==> src/rtl/dsconv_bn_if.sv <==
// Control bus between the depthwise-conv BN sequencer and its memories/datapath.
// The master side is the controller; the slave side is the start source and consumers.
interface dsconv_bn_if #(
  parameter int CH_W   = 5,
  parameter int ADDR_W = 11
);
  logic              start;
  logic              busy;
  logic              done;
  logic              param_rd_en;
  logic [CH_W-1:0]   param_addr;
  logic              param_load;
  logic              pix_rd_en;
  logic [ADDR_W-1:0] pix_rd_addr;
  logic              bn_start;
  logic              out_wr_en;
  logic [ADDR_W-1:0] out_wr_addr;

  modport master (
    input  start,
    output busy, done, param_rd_en, param_addr, param_load,
           pix_rd_en, pix_rd_addr, bn_start, out_wr_en, out_wr_addr
  );

  modport slave (
    output start,
    input  busy, done, param_rd_en, param_addr, param_load,
           pix_rd_en, pix_rd_addr, bn_start, out_wr_en, out_wr_addr
  );
endinterface

==> src/rtl/dsconv_bn_controller.sv <==
// Sequences per-channel p/q loads and pixel streaming through the BN datapath,
// writing each result two cycles after its read address.
module dsconv_bn_controller #(
  parameter int CH_NUM  = 32,
  parameter int PIX_NUM = 64,
  parameter int CH_W    = 5,
  parameter int ADDR_W  = 11
) (
  input  logic        clk,
  input  logic        rst,
  dsconv_bn_if.master bus
);

  typedef enum logic [2:0] {
    IDLE, LOAD_PARAM, WAIT_PARAM, RUN, DRAIN, DONE
  } state_e;

  localparam logic [CH_W-1:0]   CH_LAST  = CH_W'(CH_NUM - 1);
  localparam logic [ADDR_W-1:0] PIX_LAST = ADDR_W'(PIX_NUM - 1);

  state_e            state_q, state_d;
  logic [CH_W-1:0]   ch_q, ch_d;
  logic [ADDR_W-1:0] pix_q, pix_d;
  logic [ADDR_W-1:0] addr_q, addr_d;
  logic              drain_q, drain_d;
  logic              bn_q, wr_q;
  logic [ADDR_W-1:0] addr_d1_q, addr_d2_q;
  logic              pix_rd_en;

  // NOTE: sequential state uses non-blocking assignments so every register
  // samples the pre-edge value of every other register.
  always_ff @(posedge clk) begin
    if (rst) begin
      state_q   <= IDLE;
      ch_q      <= '0;
      pix_q     <= '0;
      addr_q    <= '0;
      drain_q   <= 1'b0;
      bn_q      <= 1'b0;
      wr_q      <= 1'b0;
      addr_d1_q <= '0;
      addr_d2_q <= '0;
    end else begin
      state_q   <= state_d;
      ch_q      <= ch_d;
      pix_q     <= pix_d;
      addr_q    <= addr_d;
      drain_q   <= drain_d;
      bn_q      <= pix_rd_en;
      wr_q      <= bn_q;
      addr_d1_q <= addr_q;
      addr_d2_q <= addr_d1_q;
    end
  end

  // NOTE: every comb output gets a default first, so no path can infer a latch.
  always_comb begin
    state_d = state_q;
    ch_d    = ch_q;
    pix_d   = pix_q;
    addr_d  = addr_q;
    drain_d = drain_q;
    unique case (state_q)
      IDLE:       if (bus.start) state_d = LOAD_PARAM;
      LOAD_PARAM: state_d = WAIT_PARAM;
      WAIT_PARAM: state_d = RUN;
      RUN: begin
        if (pix_q == PIX_LAST) begin
          pix_d = '0;
          if (ch_q == CH_LAST) begin
            // Hold the final address so the flat counter never wraps.
            state_d = DRAIN;
            drain_d = 1'b0;
          end else begin
            ch_d    = ch_q + CH_W'(1);
            addr_d  = addr_q + ADDR_W'(1);
            state_d = LOAD_PARAM;
          end
        end else begin
          pix_d  = pix_q + ADDR_W'(1);
          addr_d = addr_q + ADDR_W'(1);
        end
      end
      DRAIN: begin
        drain_d = 1'b1;
        if (drain_q) state_d = DONE;
      end
      DONE: begin
        state_d = IDLE;
        ch_d    = '0;
        pix_d   = '0;
        addr_d  = '0;
        drain_d = 1'b0;
      end
      default: state_d = IDLE;
    endcase
  end

  always_comb begin
    pix_rd_en       = (state_q == RUN);
    bus.busy        = (state_q != IDLE);
    bus.done        = (state_q == DONE);
    bus.param_rd_en = (state_q == LOAD_PARAM);
    bus.param_load  = (state_q == WAIT_PARAM);
    bus.param_addr  = ch_q;
    bus.pix_rd_en   = pix_rd_en;
    bus.pix_rd_addr = addr_q;
    bus.bn_start    = bn_q;
    bus.out_wr_en   = wr_q;
    bus.out_wr_addr = addr_d2_q;
  end

endmodule
==> src/flat_wrapper.sv <==
// flat-port wrapper written by rule: the top's interface ports become plain ports
module dsconv_bn_controller_flat 
#(
  parameter int CH_NUM  = 32,
  parameter int PIX_NUM = 64,
  parameter int CH_W    = 5,
  parameter int ADDR_W  = 11
)
  (clk, rst, bus_start, bus_busy, bus_done, bus_param_rd_en, bus_param_addr, bus_param_load, bus_pix_rd_en, bus_pix_rd_addr, bus_bn_start, bus_out_wr_en, bus_out_wr_addr);
  dsconv_bn_if #(.CH_W(CH_W), .ADDR_W(ADDR_W)) bus_i ();
  input  logic clk;
  input  logic rst;
  input wire logic [$bits(bus_i.start)-1:0] bus_start;
  output wire logic [$bits(bus_i.busy)-1:0] bus_busy;
  output wire logic [$bits(bus_i.done)-1:0] bus_done;
  output wire logic [$bits(bus_i.param_rd_en)-1:0] bus_param_rd_en;
  output wire logic [$bits(bus_i.param_addr)-1:0] bus_param_addr;
  output wire logic [$bits(bus_i.param_load)-1:0] bus_param_load;
  output wire logic [$bits(bus_i.pix_rd_en)-1:0] bus_pix_rd_en;
  output wire logic [$bits(bus_i.pix_rd_addr)-1:0] bus_pix_rd_addr;
  output wire logic [$bits(bus_i.bn_start)-1:0] bus_bn_start;
  output wire logic [$bits(bus_i.out_wr_en)-1:0] bus_out_wr_en;
  output wire logic [$bits(bus_i.out_wr_addr)-1:0] bus_out_wr_addr;
  assign bus_i.start = bus_start;
  assign bus_busy = bus_i.busy;
  assign bus_done = bus_i.done;
  assign bus_param_rd_en = bus_i.param_rd_en;
  assign bus_param_addr = bus_i.param_addr;
  assign bus_param_load = bus_i.param_load;
  assign bus_pix_rd_en = bus_i.pix_rd_en;
  assign bus_pix_rd_addr = bus_i.pix_rd_addr;
  assign bus_bn_start = bus_i.bn_start;
  assign bus_out_wr_en = bus_i.out_wr_en;
  assign bus_out_wr_addr = bus_i.out_wr_addr;
  dsconv_bn_controller #(.CH_NUM(CH_NUM), .PIX_NUM(PIX_NUM), .CH_W(CH_W), .ADDR_W(ADDR_W)) u_core (.clk(clk), .rst(rst), .bus(bus_i));
endmodule
==> config.mk <==
export PLATFORM = sky130hd
export DESIGN_NAME = dsconv_bn_controller_flat
export DESIGN_NICKNAME = d
export VERILOG_FILES = /design/src/rtl/dsconv_bn_if.sv /design/src/rtl/dsconv_bn_controller.sv /design/src/flat_wrapper.sv
export SDC_FILE = /design/constraint.sdc
export NUM_CORES = 1
export LEC_CHECK = 0
export BUFFER_PORTS_ARGS = -buffer_cell sky130_fd_sc_hd__buf_2
export CAP_MARGIN = 20
export CELL_PAD_IN_SITES_DETAIL_PLACEMENT = 1
export CELL_PAD_IN_SITES_GLOBAL_PLACEMENT = 1
export CORE_ASPECT_RATIO = 1.4
export CORE_MARGIN = 5
export CORE_UTILIZATION = 38
export DETAILED_ROUTE_END_ITERATION = 16
export MAX_ROUTING_LAYER = met4
export PLACE_DENSITY_LB_ADDON = 0.1
export SLEW_MARGIN = 20
export SYNTH_ARGS = -nofsm -noshare
export SYNTH_HDL_FRONTEND = slang
export SYNTH_SLANG_ARGS = --single-unit
==> constraint.sdc <==
create_clock -name clk -period 1.9 [get_ports clk]
set_clock_uncertainty 0.1 [all_clocks]
set_input_delay 0.19 -clock clk [delete_from_list [all_inputs] [get_ports clk]]
set_output_delay 0.19 -clock clk [all_outputs]
set_load 0.005 [all_outputs]
# After elaboration in Yosys (flattened, before gate mapping)
# Cells that the tools add are included.
[totals]
in_bits = 3
word_cells = 49
ff_bits = 55
[classes]
mux = 16
n_addsub = 3
reduce_logical = 8
n_eq_ne = 13
[ops]
columns = ["op", "count"]
rows = [
  ["$pmux 11 s2", 2],
  ["$mux 11", 3],
  ["$add 11x1->11 const B", 2],
  ["$pmux 3 s5", 1],
  ["$mux 3", 4],
  ["$eq 11x6->1 const B", 1],
  ["$mux 5", 2],
  ["$pmux 5 s2", 1],
  ["$reduce_and 3->1", 3],
  ["$eq 3x2->1 const B", 2],
  ["$eq 3x3->1 const B", 2],
  ["$ne 2x1->1 const B", 3],
  ["$reduce_bool 3->1", 2],
  ["$add 5x1->5 const B", 1],
  ["$eq 5x5->1 const B", 1],
  ["$ne 2x2->1 const B", 2],
  ["$eq 3x1->1 const B", 1],
  ["$logic_not 3->1", 1],
  ["$ne 3x3->1 const B", 1],
  ["$pmux 1 s3", 1],
  ["$mux 1", 2],
  ["$reduce_and 2->1", 1],
  ["$reduce_bool 2->1", 1],
]

# Longest topological paths before layout
[depth]
depth_word = 4
ltp_mapped = 7
mapped_depth_nobuf = 6

# Worst setup path after synthesis
# Ideal clock, no wire load.
[synth_path]
path_kind = "reg2reg"
from = "register u_core.ch_q[0] (netlist: u_core.bus.param_addr[0])"
to = "register u_core.ch_q[3] (netlist: u_core.bus.param_addr[3])"
path_buffers = 1
path_slack_ps = -234
stages_incl_launch_ff = 8
arrival_time_ps = 1964
setup_time_ps = 70
cell_sequence = "dfxtp_1 > ha_1 > and3_1 > ha_1 > or3_1 > clkbuf_2 > or4_1 > a21oi_1"
[synth_via]
elab_chain_cells = 4
elab_cells_between_ends = 7
[synth_lines]
columns = ["item", "line", "text"]
rows = [
  ["start: declaration", "dsconv_bn_controller.sv:22", "logic [CH_W-1:0] ch_q, ch_d;"],
  ["start signal: assignment", "dsconv_bn_controller.sv:45", "ch_q <= ch_d;"],
  ["$add 5x1->5", "dsconv_bn_controller.sv:75", "ch_d = ch_q + CH_W'(1);"],
  ["$mux 5", "dsconv_bn_controller.sv:70", "if (ch_q == CH_LAST) begin"],
  ["$mux 5", "dsconv_bn_controller.sv:68", "if (pix_q == PIX_LAST) begin"],
  ["$pmux 5 s2", "dsconv_bn_controller.sv:63", "unique case (state_q)"],
]
# Parallel ways exist; a longest one is shown, timed or not. The select of a mux whose other input is x is not followed.
# A chain may end at the register's enable or synchronous reset.

# Worst setup path after layout
[layout_path]
from = "register u_core.ch_q[1] (netlist: u_core.bus.param_addr[1])"
to = "register u_core.addr_q[9] (netlist: u_core.bus.pix_rd_addr[9])"
[layout_via]
elab_chain_cells = 3
[layout_lines]
columns = ["item", "line", "text"]
rows = [
  ["$eq 5x5->1", "dsconv_bn_controller.sv:70", ""],
  ["$ne 3x3->1 (no source line)", "-", ""],
  ["$reduce_and 2->1 (no source line)", "-", ""],
  ["end signal: assignment", "dsconv_bn_controller.sv:47", "addr_q <= addr_d;"],
  ["end: declaration", "dsconv_bn_controller.sv:24", "logic [ADDR_W-1:0] addr_q, addr_d;"],
]
# Every way passes these cells.

==> metrics.md <==
| Metric | Value |
|---|---|
| Status | `finished, violations left` |
| Failing checks | `setup timing` |
| Number of enable flip-flop cells after synthesis | `0` |
| Tot GR Track Use | `17.90%` |
| HPWL after DPL | `between 4000 and 5000 microns` |
| Min-delay src | `rst` |
| Fmax | `0.5141 GHz` |
| Critical Path Slowest Stage Cell | `a2111oi_1` |
| Core area | `~6100 sq um` |
| Vias in the first global route | `2251` |
| Sequential share of the synthesized area | `46.88%` |
| Top delay family on crit path | `compound AO/OA/AOI/OAI gates` |
| # DRC | `0` |
| Drt wl/cell | `16.36 microns` |
| CP cell instances | `ha_4 > and3_4 > ha_4 > and3_4 > a2111oi_1 > mux2i_1` |
| Worst Setup End Kind | `flip-flop` |
| Layout cells sized above 1 | `33.33%` |
| Max VDD drop | `0.2753 mV` |
| Row count | `34` |
| Crit path launch | `u_core.bus.param_addr[1]` |
| Crit path buf inv count | `0` |
| Worst Path Class, Setup | `reg -> reg` |
| Final setup violation count | `3` |
| Starting Density | `38.34%` |
| Critical Path RT | `slightly above 2000 ps` |
| Warnings from Yosys | `0` |
| Multi-input gate area | `1267 sq um` |
| Root buffer cell | `clkbuf_8` |
| Vias per cell | `5.449` |
| Chip width | `between 70 and 80 microns` |
| Number of diodes | `0` |
| Iter 0 DRT Violations | `between 90 and 100` |
| Leak Pwr | `1.260 nW` |
| CTS Sinks | `55` |
| Fin nets | `340` |
| Die Height | `about 100 microns` |
| Mapped Avg Cell Area | `8.998 sq um` |
| Most used flip-flop cell after synthesis | `dfxtp_1` |
| Max-Cap Viols | `0` |
| Reg2reg start | `u_core.bus.param_addr[1]` |
| Pwr Total | `2.053 mW` |
| CTS max path bufs | `2` |
| First-pass GRT wire length | `10960 microns` |
| ANT nets after route | `0` |
| Layout area overhead | `31.86%` |
| Vias | `2207` |
| Initial antenna violation count | `0` |
| Post-synthesis cell area | `2349 sq um` |
| Worst Hold Class | `in -> reg` |
| CP peak stage delay | `between 500 and 600 ps` |
| Post-Route Utilization | `50.55%` |
| Pre-antenna DRT Iters | `4` |
| Hold Violations, Final | `0` |
| Fin crit share | `102.4%` |
| Yosys top cell area share | `46.88%` |
| Peak fanout along the critical path | `6` |
| Pins Over Slew Limit | `0` |
| Register area | `~1100 sq um` |
| Unrepaired setup endpoints after global routing | `yes` |
| Worst Max-Slew Pin Slew | `495.1 ps` |
| Total grt overflow | `0` |
| Dominant cell type by area after synthesis | `dfxtp_1` |
| Min cycle time layout | `1945 ps` |
| Most frequent cell after synthesis | `dfxtp_1` |
| Top cells by count, synth | `dfxtp_1 (55), nor2b_1 (25), nand2_1 (23)` |
| Synth Instances | `261` |
| Final worst setup slack | `-45.10 ps` |
| Pwr Density | `662.9 nW/um^2` |
| Gpl congestion | `0.7915` |
| Seq cells post-synth | `55` |
| Startpoint types | `flip-flop` |
| CP arrival | `2090 ps` |
| Post-synth ARST share | `0%` |
| I/O pins | `37` |
| Post-synth net total | `268` |
| Full die area | `roughly 8000 sq um` |
| Cts hold-fix bufs | `0` |
| H-tree levels | `2` |
| Netlist cell types | `47` |
| Pin count of the biggest net entering global routing | `19` |
| CTS tree | `built` |
| Clk_lat worst skew | `310 ps` |
| CTS clock-pin slew for the worst setup and hold paths | `100 ps` |
| Slew headroom | `between 60 and 70%` |
| Routed Wire Length | `6626 microns` |
| Num CTS Buffers | `5` |
| Top post-synthesis cells by area | `dfxtp_1 (47%), nor2b_1 (6.7%), mux2i_1 (3.8%)` |
| IO buf count | `36` |
| Fillcell total | `737` |
-- power breakdown --
group	switching, mW	internal (mW)	total (mW)	leakage (nW)
sequential	0.00899	1.16	1.17	0.446
clock	0.382	0.386	0.768	0.0502
combinational	0.0682	0.0468	0.115	0.764
total	0.460	1.59	2.05	1.26
-- path summary, 6_finish.rpt --
path	endpoint	slack, ps	depth (start not counted)
max reg2reg	u_core.bus.pix_rd_addr[9]	-50	6
max	u_core.bus.pix_rd_addr[9]	-50	6
min	u_core.pix_q[1]	130	2
min reg2reg	u_core.bus.out_wr_addr[5]	340	1
-- repair_timing --
action,4_1_cts,5_1_grt
buffers inserted,0,1
pin swaps,0,1
setup endpoints to repair,12,8
resized for setup,10,11
-- cell type report --
cell class	count	share of cell area, %
clock buffer	5	2.222
multi-input combinational	186	40.93
inverter	6	0.7273
tap	72	2.909
sequential	55	35.76
timing repair buffer	79	16.24
clock inverter	2	1.212
-- state kept, by name, indices dropped and copies added (netlist names) --
name and cells:
u_core.state_q 3, u_core.drain_q 1, u_core.bus.bn_start 1, u_core.bus.param_addr 5, u_core.bus.out_wr_en 1, u_core.bus.pix_rd_addr 11
u_core.pix_q 11, u_core.bus.out_wr_addr 11, u_core.addr_d1_q 11
-- worst register-to-register path, stage by stage (launching register included) --
cell       delay, ps
dfxtp_2          350
ha_4             150
and3_4           180
ha_4             160
and3_4           200
a2111oi_1        530
mux2i_1          230
-- logic make-up (layout without fill, tap and decap cells) --
family	count (synthesis)	after routing	share of synthesized area [%]
AOI/OAI and AO/OA	51	51	14.81
xor gates and xnor gates	2	2	0.7460
buffers and inverters	20	92	3.676
muxes	9	9	3.836
and+or+nand+nor	120	120	27.92
DFF	55	55	46.88
adders and majority gates	4	4	2.131
-- stage by stage --
stage | TNS, ps | hold WS (ps) | worst slack [ps] | std cells | cell area, sq um
final | -95.74 | 129.0 | -45.10 | 405 | 3097
after CTS | -49.55 | 131.6 | -29.87 | 404 | 3042
after detailed placement | -406.6 | 326.2 | -114.4 | 397 | 2898
after global routing | -311.3 | 137.7 | -83.57 | 405 | 3097
after global placement | -128.8 | 316.3 | -59.72 | 397 | 2898
after floorplan | -136.4 | 313.8 | -68.35 | 261 | 2376
-- per-layer routing --
layer	global-route usage [%]	part of all wire (%)	vias to the layer above
li1	-	-	1082
met2	34.50	55	37
met3	3.234	3.2	7
met1	18.45	40	1081
met5	-	0	-
met4	5.249	1.2	0
-- placed cells by master, fill, tap and decap left out, drive strengths merged, types with 2 or more instances in the layout --
cell type and count:
buf 79, dfxtp 55, nor2b 25, nand2 23, nand3 15, a21oi 15, nor2 14, mux2i 9
o21ai 8, or3 8, nor3 6, a211oi 6, inv 5, nand4 5, clkbuf 5, and3 5
or4 5, ha 4, nand2b 3, a2111o 3, o31ai 3, nor3b 2, and2 2, nor4 2
a22oi 2, o21a 2, o211ai 2, xor2 2, a2111oi 2
Note: power is estimated with default switching activity, not from simulation.
